===== config.mk =====
export PLATFORM = sky130hd
export DESIGN_NAME = serial_adder_ctrl_flat
export DESIGN_NICKNAME = d
export VERILOG_FILES = /design/src/rtl/serial_adder_ctrl_if.sv /design/src/rtl/serial_adder_ctrl.sv /design/src/flat_wrapper.sv
export SDC_FILE = /design/constraint.sdc
export NUM_CORES = 1
export LEC_CHECK = 0
export BUFFER_PORTS_ARGS = -buffer_cell sky130_fd_sc_hd__buf_2
export CORE_ASPECT_RATIO = 1.25
export CORE_MARGIN = 2
export CORE_UTILIZATION = 30
export DETAILED_ROUTE_END_ITERATION = 10
export PLACE_DENSITY = 0.54
export SLEW_MARGIN = 15
export SYNTH_ARGS = -nofsm -noshare
export SYNTH_HDL_FRONTEND = slang
export SYNTH_SLANG_ARGS = --single-unit

===== constraint.sdc =====
create_clock -name clock -period 1.6 [get_ports clock]
set_clock_uncertainty 0.05 [all_clocks]
set_input_delay 0.24 -clock clock [delete_from_list [all_inputs] [get_ports clock]]
set_output_delay 0.24 -clock clock [all_outputs]
set_load 0.02 [all_outputs]

===== src/rtl/serial_adder_ctrl_if.sv =====
// Request/result bundle for serial_adder_ctrl.
// The sub line exists only when SERIAL_ADDER_SUB_EN is defined.
`timescale 1ns/1ps
interface serial_adder_ctrl_if #(
  parameter int WIDTH = 16
);
  logic             start;
  logic [WIDTH-1:0] a;
  logic [WIDTH-1:0] b;
  logic             cin;
`ifdef SERIAL_ADDER_SUB_EN
  logic             sub;
`endif
  logic             busy;
  logic             done;
  logic [WIDTH-1:0] sum;
  logic             cout;

  modport master (
`ifdef SERIAL_ADDER_SUB_EN
    output sub,
`endif
    output start, a, b, cin,
    input  busy, done, sum, cout
  );

  modport slave (
`ifdef SERIAL_ADDER_SUB_EN
    input  sub,
`endif
    input  start, a, b, cin,
    output busy, done, sum, cout
  );
endinterface


===== src/rtl/serial_adder_ctrl.sv =====
// Bit-serial adder: one FullAdder walks a WIDTH-bit operand pair LSB first.
// Define SERIAL_ADDER_SUB_EN to add the sub request (two's-complement subtract).
`timescale 1ns/1ps
module FullAdder (
  input  logic a,
  input  logic b,
  input  logic cin,
  output logic s,
  output logic cout
);
  assign s    = a ^ b ^ cin;
  assign cout = (a & b) | (cin & (a ^ b));
endmodule

module serial_adder_ctrl #(
  parameter int WIDTH = 16
) (
  input logic                clock,
  input logic                reset,
  serial_adder_ctrl_if.slave bus
);
  localparam int CW = $clog2(WIDTH) + 1;
  localparam logic [CW-1:0] LAST_BIT = CW'(WIDTH - 1);

  typedef enum logic [1:0] {
    IDLE,
    RUN,
    DONE
  } state_e;

  state_e           state_q, state_d;
  logic [WIDTH-1:0] a_sh_q, a_sh_d;
  logic [WIDTH-1:0] b_sh_q, b_sh_d;
  logic [WIDTH-1:0] sum_q, sum_d;
  logic [CW-1:0]    cnt_q, cnt_d;
  logic             carry_q, carry_d;
  logic             cout_q, cout_d;
  logic             done_q, done_d;
  logic             busy_q, busy_d;
  logic             s_bit, c_bit;

  FullAdder u_fa (
    .a    (a_sh_q[0]),
    .b    (b_sh_q[0]),
    .cin  (carry_q),
    .s    (s_bit),
    .cout (c_bit)
  );

  always_comb begin
    state_d = state_q;
    a_sh_d  = a_sh_q;
    b_sh_d  = b_sh_q;
    sum_d   = sum_q;
    cnt_d   = cnt_q;
    carry_d = carry_q;
    cout_d  = cout_q;
    done_d  = 1'b0;
    case (state_q)
      IDLE: begin
        if (bus.start) begin
          state_d = RUN;
          a_sh_d  = bus.a;
          cnt_d   = '0;
`ifdef SERIAL_ADDER_SUB_EN
          // Subtract as a + ~b + 1; cin is deliberately ignored here.
          b_sh_d  = bus.sub ? ~bus.b : bus.b;
          carry_d = bus.sub ? 1'b1 : bus.cin;
`else
          b_sh_d  = bus.b;
          carry_d = bus.cin;
`endif
        end
      end
      RUN: begin
        a_sh_d  = a_sh_q >> 1;
        b_sh_d  = b_sh_q >> 1;
        sum_d   = {s_bit, sum_q[WIDTH-1:1]};
        carry_d = c_bit;
        cnt_d   = cnt_q + CW'(1);
        if (cnt_q == LAST_BIT) begin
          state_d = DONE;
        end
      end
      DONE: begin
        done_d  = 1'b1;
        cout_d  = carry_q;
        state_d = IDLE;
      end
      default: state_d = IDLE;
    endcase
    // Registered from the next state so busy tracks RUN/DONE without a combinational output.
    busy_d = (state_d != IDLE);
  end

  always_ff @(posedge clock) begin
    if (reset) begin
      state_q <= IDLE;
      a_sh_q  <= '0;
      b_sh_q  <= '0;
      sum_q   <= '0;
      cnt_q   <= '0;
      carry_q <= 1'b0;
      cout_q  <= 1'b0;
      done_q  <= 1'b0;
      busy_q  <= 1'b0;
    end else begin
      state_q <= state_d;
      a_sh_q  <= a_sh_d;
      b_sh_q  <= b_sh_d;
      sum_q   <= sum_d;
      cnt_q   <= cnt_d;
      carry_q <= carry_d;
      cout_q  <= cout_d;
      done_q  <= done_d;
      busy_q  <= busy_d;
    end
  end

  assign bus.busy = busy_q;
  assign bus.done = done_q;
  assign bus.sum  = sum_q;
  assign bus.cout = cout_q;
endmodule


===== src/flat_wrapper.sv =====
// flat-port wrapper written by rule: the top's interface ports become plain ports
module serial_adder_ctrl_flat 
#(
  parameter int WIDTH = 16
)
  (clock, reset, bus_start, bus_a, bus_b, bus_cin, bus_busy, bus_done, bus_sum, bus_cout);
  serial_adder_ctrl_if #(.WIDTH(WIDTH)) bus_i ();
  input logic clock;
  input logic reset;
  input wire logic [$bits(bus_i.start)-1:0] bus_start;
  input wire logic [$bits(bus_i.a)-1:0] bus_a;
  input wire logic [$bits(bus_i.b)-1:0] bus_b;
  input wire logic [$bits(bus_i.cin)-1:0] bus_cin;
  output wire logic [$bits(bus_i.busy)-1:0] bus_busy;
  output wire logic [$bits(bus_i.done)-1:0] bus_done;
  output wire logic [$bits(bus_i.sum)-1:0] bus_sum;
  output wire logic [$bits(bus_i.cout)-1:0] bus_cout;
  assign bus_i.start = bus_start;
  assign bus_i.a = bus_a;
  assign bus_i.b = bus_b;
  assign bus_i.cin = bus_cin;
  assign bus_busy = bus_i.busy;
  assign bus_done = bus_i.done;
  assign bus_sum = bus_i.sum;
  assign bus_cout = bus_i.cout;
  serial_adder_ctrl #(.WIDTH(WIDTH)) u_core (.clock(clock), .reset(reset), .bus(bus_i));
endmodule

Word level (Yosys, flattened, before mapping)
Index checks and enable logic that the tools add are counted.

Logic and storage cells: 35. Flip-flop bits (word level): 59.

Bitwise gates (word level): 5. $add $sub $neg: 1. Eq/ne operators: 4. Reduce and logical (&&, ||, !) cells: 4. Muxes and demuxes: 12.

Operators by type and width (count): 16-bit one-hot mux with 2 select lines (2); 16-bit 2-to-1 mux (2); 5-bit one-hot mux with 2 select lines (1); 5-bit by 1-bit adder with 5-bit output (second input constant) (1); 5-bit by 4-bit equality test with 1-bit output (second input constant) (1); 5-bit 2-to-1 mux (1); 2-bit 2-to-1 mux (2); 2-bit one-hot mux with 2 select lines (1); 2-bit nonzero test (2); 1-bit bitwise AND (2); 2-bit by 1-bit equality test with 1-bit output (second input constant) (1); 2-bit equality test (second input constant) (1); 2-bit logical NOT (1); 1-bit 2-to-1 mux (2); 2-bit != test (second input constant) (1); 1-bit one-hot mux with 2 select lines (1); 2-bit AND reduction (1); 1-bit bitwise XOR (2); 1-bit OR (1).

Logic depth before layout (Yosys ltp)
Gate-level depths: netlist of the first run.

Depth in word-level cells: 4. Depth in mapped cells: 5. Gate-level depth less buffers: 5.

Modules after synthesis
Synthesis of the first run repeated with hierarchy kept, for this count alone.

Cells, all modules: 282. Area, all modules: 2429.8 sq um.

By module, submodules not included: serial_adder_ctrl (instances 1, area each 2409.8 sq um, cells an instance 281); FullAdder (instances 1, area each 20.0 sq um, cells an instance 1).

Worst setup path before layout of the first run
Ideal clock, no wire load.

Kind: register to register. Start: register u_core.cnt_q[0]. End: register u_core.cnt_q[4]. Cell stages (with the launch flop): 6. Data arrival time: 1.142 ns. Data required time: 1.422 ns. Buffers on the path: 0. Setup time: 0.128 ns. Slack: 0.280 ns. Cell sequence: dfxtp_1 -> ha_1 -> and3_1 -> ha_1 -> a2bb2oi_1 -> nor2_1.

Cells in the longest elaborated chain, start to end: 2.

Ends and longest elaborated chain: start, declared (line serial_adder_ctrl.sv:35) `logic [CW-1:0] cnt_q, cnt_d;`; start signal, assigned (line serial_adder_ctrl.sv:112) `cnt_q <= cnt_d;`; 5-bit by 1-bit adder with 5-bit output (line serial_adder_ctrl.sv:80) `cnt_d = cnt_q + CW'(1);`; 5-bit one-hot mux with 2 select lines (line serial_adder_ctrl.sv:59) `case (state_q)`.

Every way passes these cells. A chain may end at the register's enable or synchronous reset.

Worst setup path in the final report of the first run
Start: register u_core.state_q[0]. End: register u_core.sum_q[2], in the netlist u_core.bus.sum[2].

Cells in the longest elaborated chain, start to end: 1.

Ends and longest elaborated chain: start, declared (line serial_adder_ctrl.sv:31) `state_e state_q, state_d;`; start signal, assigned (line serial_adder_ctrl.sv:108) `state_q <= state_d;`; 2-bit by 1-bit equality test with 1-bit output (line serial_adder_ctrl.sv:59); end signal, assigned (line serial_adder_ctrl.sv:111) `sum_q <= sum_d;`; end, declared (line serial_adder_ctrl.sv:34) `logic [WIDTH-1:0] sum_q, sum_d;`.

Every way passes these cells.

==> results of run 1 <==
## metal layers
metal  share of wire (%)  track usage, %  wire [um]
met1                  48            18.4       2750
met2                  46            19.3       2640
met3                 4.2            3.57        240
met4                 2.2            6.46        125
met5                   0               0          0
## worst max-delay path by stage
| stage | start | cells after the start | slack, ps | to |
|---|---|---|---|---|
| final | u_core.state_q[0]$_SDFF_PP0_ | 5 | 180 | u_core.bus.sum[2]$_SDFFE_PP0P_ |
| after floorplan | u_core.cnt_q[0]$_SDFFE_PP0P_ | 5 | 280 | u_core.cnt_q[4]$_SDFFE_PP0P_ |
| after detailed placement | bus_start | 4 | 160 | u_core.b_sh_q[11]$_SDFFE_PP0P_ |
| after global placement | bus_start | 4 | 210 | u_core.cnt_q[2]$_SDFFE_PP0P_ |
| after CTS | u_core.state_q[0]$_SDFF_PP0_ | 5 | 150 | u_core.bus.sum[2]$_SDFFE_PP0P_ |
| after global routing | u_core.state_q[0]$_SDFF_PP0_ | 5 | 20 | u_core.bus.sum[5]$_SDFFE_PP0P_ |
## through the flow
stage	hold slack [ps]	utilization, %	instance area [um2]	std cells
after global routing	94.4	37.5	3050	423
after detailed placement	403	34.5	2810	407
after global placement	393	34.5	2810	407
after floorplan	338	-	2500	272
after CTS	79.3	37.5	3050	423
final	83.0	37.5	3050	423
## synthesized netlist by cell type
library cell / number / area, um2
a211oi_1: 25 / 188
o21bai_4: 1 / 18.8
o22ai_1: 22 / 138
nand3_1: 3 / 15.0
o211a_1: 1 / 10.0
o21ba_4: 1 / 16.3
nor3_1: 2 / 10.0
nor2_1: 37 / 139
fa_1: 1 / 20.0
dfxtp_1: 59 / 1180
mux2i_1: 1 / 10.0
and3_1: 1 / 6.26
o21ai_0: 1 / 5.00
o21ai_2: 6 / 52.6
nor3b_1: 2 / 15.0
buf_4: 1 / 7.51
or3_1: 1 / 6.26
clkbuf_1: 7 / 26.3
nand2b_4: 2 / 27.5
inv_2: 1 / 3.75
ha_1: 2 / 25.0
buf_1: 1 / 3.75
a211oi_2: 7 / 87.6
buf_2: 7 / 35.0
a21oi_1: 19 / 95.1
and2b_1: 1 / 7.51
inv_1: 2 / 7.51
o21ai_1: 2 / 10.0
nand2_1: 34 / 128
a22oi_1: 3 / 22.5
a2bb2oi_1: 1 / 8.76
buf_6: 9 / 101
or3b_1: 8 / 70.1
a31oi_1: 1 / 6.26
## power groups by stage
| stage | Combinational (mW) | Clock (mW) | Sequential (mW) |
|---|---|---|---|
| floorplan | 0.289 | 0 | 1.63 |
| detailed placement | 0.386 | 0 | 1.64 |
| global route | 0.427 | 1.73 | 1.62 |
| finish | 0.381 | 1.64 | 1.60 |
| CTS | 0.387 | 1.66 | 1.60 |
| global placement | 0.380 | 0 | 1.64 |
## cells by family after synthesis
logic type	Yosys count	share of synthesized area, %
AND/OR/NAND/NOR	91	16.9
AO/OA/AOI/OAI	90	26.3
buffers and inverters	28	7.40
flip-flops	59	47.2
adder cells (fa/ha/maj)	3	1.80
multiplexers	1	0.400
## state kept, by name, indices dropped and copies added (netlist names)
name,count
u_core.bus.done,1
u_core.bus.busy,1
u_core.bus.sum,16
u_core.bus.cout,1
u_core.state_q,2
u_core.a_sh_q,16
u_core.b_sh_q,16
u_core.carry_q,1
u_core.cnt_q,5
## layout make-up
class / count / area share (%)
flip-flops and latches: 59 / 38.7
multi-input cells: 185 / 37.2
repair buffers: 63 / 11.9
clock buffers: 9 / 4.06
well taps: 97 / 3.97
clock inverters: 7 / 3.81
inverters: 3 / 0.369
## worst max-delay path, stage by stage (launching register included)
cell and delay [ps]:
dfxtp_1 470, buf_4 190, and2b_1 210, buf_4 240
nand2_1 70, a21oi_1 120
==> metrics.csv, run 1 <==
metric,value,unit
status,completed,
cts_resized,0,
power.share.clock,45.3,%
multi_input_area,0.00114,mm2
swShare,24.1,%
fin_crit_sh,88.9,%
cts_root_buf,clkbuf_8,
drive_above_1_share,29.8,%
start_util,30.7,%
cts_setup_buffers,0,
hold_class,input port to flip-flop,
power.density,1190,mW/mm2
drc_errors,0,
hold_path_depth,3,
ys_warn_count,0,
clk_pin_slew,70,ps
wire_per_inst,13.6,um
die-area,0.00910,mm2
p_seq_share,44.2,%
nFillCells,867,
p_leak,1.24,nW
crit_type,flip-flop to flip-flop,
syn_nets,311,
pin_count,55,
areaGrowthSynthToFinish,22.0,%
synth_area,0.00250,mm2
clock-sinks,59,
antenna_cells,0,
hold_buffers,0,
coreArea,0.00815,mm2
grt_overflow,0,
r2r_start,u_core.state_q[0]$_SDFF_PP0_,
die-height,106,um
cts_tree,yes,
cp-start-kind,flip-flop,
finalCriticalPeriod,1420,ps
finalMaxSlewViolations,0,
synth_area_per_cell,9.20,um2
min-delay-start,bus_b[15],
grt_pass1_vias,1931,
place_ws,165,ps
fp-row-count,37,
synth_seq_cells,59,
rsz0062_at_grt,false,
htreeDepth,3,
dpl.hpwl,3830,um
drtIter0Drc,129,
grt_pass1_wl,9600,um
ys_seq_area_share,47.2,%
antenna_found_initial,0,
cts_made_buffers,9,
synth_cell_types,34,
p_sw,0.874,mW
drv_cap,0,
rr_endpoint,u_core.bus.sum[2]$_SDFFE_PP0P_,
syn_inst,272,
worstPathRequired,1820,ps
vdd_drop_max,0.000498,V
firstDrtPassIters,4,
slew_headroom,70.7,%
power.total,3.63,mW
cp.arrival,1640,ps
tightest_slew,439,ps
comb_power_share,10.5,%
seq_area,0.00118,mm2
crit_path_max_fanout,15,
grt_max_degree,44,
timing_hold_violations_final,0,
ff2ff_path_depth,5,
end_kind,flip-flop,
gp_congestion,0.714,
grtUsageTotal,13.4,%
fin_setup_tns,0,ps
nets,360,
p_int,2.76,mW
wirelength,5750,um
holdPathEnd,u_core.b_sh_q[15]$_SDFFE_PP0P_,
fmax,0.703,GHz
ant_nets,0,
avgViaCountPerCell,5.02,
final_common_cell,dfxtp_1,
die_w,85.7,um
post-route-worst-setup-slack,178,ps
clk_path_buf_depth,2,
num_vias,2123,
r2r_slack,180,ps
port_buffers,54,
layout_common_cells,"dfxtp_1, buf_2, nor2_1",
clock_latency,340,ps
setup_viol,0,
(Power assumes the default switching activity.)
==> run 2: changes to the inputs <==
==> constraint.sdc (replaced) <==
create_clock -name clock -period 1.4 [get_ports clock]
set_clock_uncertainty 0.05 [all_clocks]
set_input_delay 0.21 -clock clock [delete_from_list [all_inputs] [get_ports clock]]
set_output_delay 0.21 -clock clock [all_outputs]
set_load 0.02 [all_outputs]
==> run 2 against run 1 <==
  * Sequential share of layout area fell by 0.66 points
  * Fmax rose by 4.4%
  * First-iteration DRC count rose by 5.4%
  * Setup slack got worse by 140 ps
  * Utilization rose by 0.69 points
  * Global-route usage rose by 0.056 points
  * Critical path depth did not move
  * Die area did not move
  * Count of clock-buffer cells in the layout did not move
  * Combinational power rose by 21%
  * Routed wire length rose by 2.2%
  * Critical path type unchanged
  * Largest cell class unchanged
==> metrics.csv, run 2 (same netlist as run 1, synthesis figures left out) <==
metric,value,unit,change
grt_max_degree,60,,was 44
start_util,30.7,%,unchanged
die-height,106,um,unchanged
ff2ff_path_depth,5,,unchanged
clock-sinks,59,,unchanged
cp.arrival,1540,ps,was 1640 ps
status,completed,,unchanged
hold_class,input port to flip-flop,,unchanged
clk_pin_slew,70,ps,about the same
cts_resized,0,,unchanged
setup_viol,0,,unchanged
cts_made_buffers,9,,unchanged
fin_crit_sh,97.3,%,was 88.9%
antenna_found_initial,0,,unchanged
final_common_cell,dfxtp_1,,unchanged
pin_count,55,,unchanged
drive_above_1_share,31.4,%,was 29.8%
crit_type,flip-flop to flip-flop,,unchanged
cp-start-kind,flip-flop,,unchanged
port_buffers,54,,unchanged
coreArea,0.00815,mm2,unchanged
end_kind,flip-flop,,unchanged
crit_path_max_fanout,3,,was 15
firstDrtPassIters,4,,unchanged
num_vias,2135,,was 2123
power.density,1290,mW/mm2,was 1190 mW/mm2
gp_congestion,0.769,,was 0.714
wire_per_inst,13.7,um,was 13.6 um
drv_cap,0,,unchanged
worstPathRequired,1580,ps,was 1820 ps
drtIter0Drc,136,,was 129
cts_tree,yes,,unchanged
grtUsageTotal,13.4,%,about the same
slowest_stage,dfxtp_1,,unchanged
p_leak,1.26,nW,was 1.24 nW
whs,50.1,ps,was 83.0 ps
fin_setup_tns,0,ps,unchanged
clk_path_buf_depth,2,,unchanged
grt_pass1_wl,9520,um,was 9600 um
power.total,4.00,mW,was 3.63 mW
dpl.hpwl,3860,um,was 3830 um
grt_overflow,0,,unchanged
avgViaCountPerCell,4.99,,was 5.02
wirelength,5880,um,was 5750 um
areaGrowthSynthToFinish,24.2,%,was 22.0%
rsz0062_at_grt,false,,unchanged
finalCriticalPeriod,1360,ps,was 1420 ps
clock_latency,350,ps,was 340 ps
crit_chain,ha_2 > and3_1 > ha_1 > a2bb2oi_1 > nor2_1,,was buf_4 > and2b_1 > buf_4 > nand2_1 > a21oi_1
drc_errors,0,,unchanged
fmax,0.734,GHz,was 0.703 GHz
grt_pass1_vias,1973,,was 1931
finalMaxSlewViolations,0,,unchanged
hold_path_depth,3,,unchanged
die_w,85.7,um,unchanged
cts_setup_buffers,0,,unchanged
crit_path_max_incr_delay,340,ps,was 470 ps
ant_nets,0,,unchanged
tightest_slew,285,ps,was 439 ps
fp-row-count,37,,unchanged
htreeDepth,3,,unchanged
antenna_cells,0,,unchanged
timing_hold_violations_final,0,,unchanged
layout_common_cells,"dfxtp_1, buf_2, nor2_1",,unchanged
vdd_drop_max,0.000583,V,was 0.000498 V
nets,365,,was 360
die-area,0.00910,mm2,unchanged
slew_headroom,81.0,%,was 70.7%
cts_root_buf,clkbuf_8,,unchanged
hold_buffers,0,,unchanged
## run 2: through the flow
step | cells | utilization, % | setup WS, ps | cell area (um2)
4_1_cts | 427 | 38.0 | 5.67 | 3100
3_5_place_dp | 411 | 35.4 | 21.2 | 2880
3_3_place_gp | 411 | 35.4 | 43.2 | 2880
5_1_grt | 428 | 38.2 | 12.2 | 3110
2_1_floorplan | 272 | - | 80.2 | 2500
6_report | 428 | 38.2 | 38.0 | 3110
## run 2: layer usage
| metal | global-route usage, % | vias up | part of all wire, % |
|---|---|---|---|
| met4 | 6.58 | 0 | 2.1 |
| li1 | - | 1078 | - |
| met2 | 20.8 | 54 | 47 |
| met1 | 17.1 | 994 | 46 |
| met5 | 0 | - | 0 |
| met3 | 3.73 | 9 | 5.2 |
## run 2: cell type report
class	count	area, um2
Timing Repair Buffer	67	430
Clock inverter	7	92.6
Tap cell	97	121
Inverter	3	11.3
Clock buffer	9	124
Fill cell	857	5040
Multi-Input combinational cell	186	1150
Sequential cell	59	1180
## run 2: final timing paths
check                            startpoint                        endpoint  slack, ps
max            u_core.cnt_q[0]$_SDFFE_PP0P_    u_core.cnt_q[4]$_SDFFE_PP0P_         40
min                               bus_b[15]  u_core.b_sh_q[15]$_SDFFE_PP0P_         50
max reg2reg    u_core.cnt_q[0]$_SDFFE_PP0P_    u_core.cnt_q[4]$_SDFFE_PP0P_         40
min reg2reg  u_core.bus.sum[0]$_SDFFE_PP0P_  u_core.bus.sum[0]$_SDFFE_PP0P_        400
## run 2: power breakdown
group | switching, mW | internal, mW
clock network | 0.710 | 0.994
registers | 0.0600 | 1.78
logic | 0.244 | 0.218
total | 1.01 | 2.99
## run 2: critical path, delay by kind of cell, from the launching register on
kind,cells,cell delay [ps]
adder cells (fa/ha/maj),2,460
flip-flops,1,340
AND/OR/NAND/NOR,2,230
AO/OA/AOI/OAI,1,170
==> run 3: changes to the inputs <==
--- a/config.mk
+++ b/config.mk
@@ -11,6 +11,7 @@
 export CORE_UTILIZATION = 30
 export DETAILED_ROUTE_END_ITERATION = 10
 export PLACE_DENSITY = 0.54
+export SETUP_SLACK_MARGIN = 0.15
 export SLEW_MARGIN = 15
 export SYNTH_ARGS = -nofsm -noshare
 export SYNTH_HDL_FRONTEND = slang
==> run 3 against run 2 <==
  * Setup slack better by 120 ps
  * Sequential share of layout area down 0.55 points
  * Cell count up 0.47%
  * Combinational power up 7.8%
  * Routed wire length up 5.1%
  * Critical path depth unchanged
  * Die area unchanged
  * Sequential cell count unchanged
  * Clock power down 26%
  * Utilization up 0.84 points
  * Critical endpoint unchanged
  * Largest cell class is now multi-input combinational cells
  * Largest power group unchanged
==> metrics.csv, run 3 (same netlist as run 1, synthesis figures left out) <==
metric,value,unit,change
dpl.hpwl,4090,um,was 3860 um
p_leak,1.28,nW,was 1.26 nW
antenna_cells,0,,unchanged
path_common_cell,ha_4,,
finalMaxSlewViolations,0,,unchanged
nFillCells,826,,was 857
crit_start,u_core.cnt_q[0]$_SDFFE_PP0P_,,unchanged
crit_chain,ha_4 > and3_4 > ha_4 > a2bb2oi_2 > nor2_1,,was ha_2 > and3_1 > ha_1 > a2bb2oi_1 > nor2_1
post-route-worst-setup-slack,162,ps,was 38.0 ps
cp-start-kind,flip-flop,,unchanged
grt_pass1_wl,10000,um,was 9520 um
rsz0062_at_grt,true,,was false
cts_tree,yes,,unchanged
die-area,0.00910,mm2,unchanged
tightest_slew,355,ps,was 285 ps
multi_input_area,0.00120,mm2,was 0.00115 mm2
crit_path_max_incr_delay,360,ps,was 340 ps
rr_endpoint,u_core.cnt_q[4]$_SDFFE_PP0P_,,unchanged
p_sw,0.922,mW,was 1.01 mW
grtUsageTotal,14.3,%,was 13.4%
grt_pass1_vias,2076,,was 1973
finalCriticalPeriod,1240,ps,was 1360 ps
clock-sinks,59,,unchanged
clk_pin_slew,60,ps,was 70 ps
die-height,106,um,unchanged
slew_headroom,76.3,%,was 81.0%
place_ws,95.6,ps,was 21.2 ps
worstSetupEndpoint,u_core.cnt_q[4]$_SDFFE_PP0P_,,unchanged
clk_path_buf_depth,2,,unchanged
end_kind,flip-flop,,unchanged
firstDrtPassIters,5,,was 4
ant_nets,0,,unchanged
coreArea,0.00815,mm2,unchanged
timing_hold_violations_final,0,,unchanged
worstPathRequired,1580,ps,about the same
antenna_found_initial,0,,unchanged
fmax,0.808,GHz,was 0.734 GHz
start_util,30.7,%,unchanged
swShare,25.6,%,was 25.4%
fin_setup_tns,0,ps,unchanged
drtIter0Drc,90,,was 136
power.total,3.60,mW,was 4.00 mW
ff2ff_path_depth,5,,unchanged
grt_overflow,0,,unchanged
drc_errors,0,,unchanged
p_int,2.68,mW,was 2.99 mW
min-delay-start,bus_b[15],,unchanged
crit_path_max_fanout,3,,unchanged
drive_above_1_share,34.2,%,was 31.4%
gp_congestion,0.751,,was 0.769
die_w,85.7,um,unchanged
layout_common_cells,"dfxtp_1, buf_2, nor2_1",,unchanged
cp.arrival,1420,ps,was 1540 ps
avgViaCountPerCell,5.05,,was 4.99
cts_made_buffers,9,,unchanged
hold_path_depth,3,,unchanged
hold_class,input port to flip-flop,,unchanged
r2r_start,u_core.cnt_q[0]$_SDFFE_PP0P_,,unchanged
port_buffers,54,,unchanged
nets,370,,was 365
slowest_stage,dfxtp_4,,was dfxtp_1
num_vias,2172,,was 2135
fp-row-count,37,,unchanged
htreeDepth,3,,unchanged
wire_per_inst,14.4,um,was 13.7 um
grt_max_degree,31,,was 60
vdd_drop_max,0.000583,V,about the same
drv_cap,0,,unchanged
clock_latency,340,ps,was 350 ps
crit_type,flip-flop to flip-flop,,unchanged
seq_area,0.00119,mm2,was 0.00118 mm2
setup_viol,0,,unchanged
fin_crit_sh,88.4,%,was 97.3%
power.density,1130,mW/mm2,was 1290 mW/mm2
final_common_cell,dfxtp_1,,unchanged
r2r_slack,160,ps,was 40 ps
power.share.clock,35.1,%,was 42.6%
cts_root_buf,clkbuf_8,,unchanged
wirelength,6180,um,was 5880 um
comb_power_share,13.8,%,was 11.6%
p_seq_share,51.1,%,was 45.9%
status,completed,,unchanged
areaGrowthSynthToFinish,27.0,%,was 24.2%
pin_count,55,,unchanged
run 3: cell count changes in the layout (fill, tap and decap cells not counted), moves of 3 or more:
cell / change
clkinvlp_4: -3
dfxtp_1: -3
buf_6: +3
clkbuf_1: +3
run 3: area by class of cell:
type                            count  area share, %
Multi-Input combinational cell    186           37.8
Sequential cell                    59           37.5
Timing Repair Buffer               72           15.9
Clock buffer                       13           4.68
Tap cell                           97           3.82
Inverter                            3          0.354
run 3: metrics by stage:
stage / util (%) / instance area, um2 / hold WS (ps) / cells
after floorplan: - / 2510 / 308 / 272
after global routing: 39.0 / 3180 / 73.0 / 430
after detailed placement: 35.7 / 2910 / 395 / 412
final: 39.0 / 3180 / 60.1 / 430
after global placement: 35.7 / 2910 / 393 / 412
after CTS: 38.1 / 3100 / 48.6 / 426
run 3: timing repair:
action / 4_1_cts / 5_1_grt
hold buffers: 0 / 0
cloned: 0 / 1
pin swaps: 4 / 7
gates resized for setup: 7 / 10
buffers inserted: 1 / 3
endpoints found under the setup margin: 36 / 39
run 3: power by group through the flow:
stage / Sequential, mW / Combinational, mW / Clock, mW
finish: 1.84 / 0.498 / 1.26
global route: 1.85 / 0.551 / 1.39
CTS: 1.84 / 0.478 / 1.31
detailed placement: 1.87 / 0.471 / 0
global placement: 1.87 / 0.465 / 0
floorplan: 1.86 / 0.331 / 0
run 3: metal layers:
| layer | vias to the layer above | share of wire [%] | track usage (%) |
|---|---|---|---|
| met3 | 15 | 5.1 | 4.43 |
| met1 | 1023 | 46 | 17.8 |
| met4 | 0 | 2.7 | 7.26 |
| met5 | - | 0 | 0 |
| met2 | 46 | 47 | 22.2 |
| li1 | 1088 | - | - |
run 3: critical path, delay by kind of cell, from the launching register on:
family | cells | cell delay (ps)
flip-flops | 1 | 360
AND/OR/NAND/NOR | 2 | 200
AO/OA/AOI/OAI | 1 | 120
adder cells (fa/ha/maj) | 2 | 420
run 3: worst min-delay path by stage:
stage	endpoint	slack, ps
floorplan	u_core.a_sh_q[15]$_SDFFE_PP0P_	310
global placement	u_core.bus.sum[0]$_SDFFE_PP0P_	390
detailed placement	u_core.bus.sum[0]$_SDFFE_PP0P_	400
CTS	u_core.b_sh_q[15]$_SDFFE_PP0P_	50
global route	u_core.b_sh_q[15]$_SDFFE_PP0P_	70
finish	u_core.b_sh_q[15]$_SDFFE_PP0P_	60
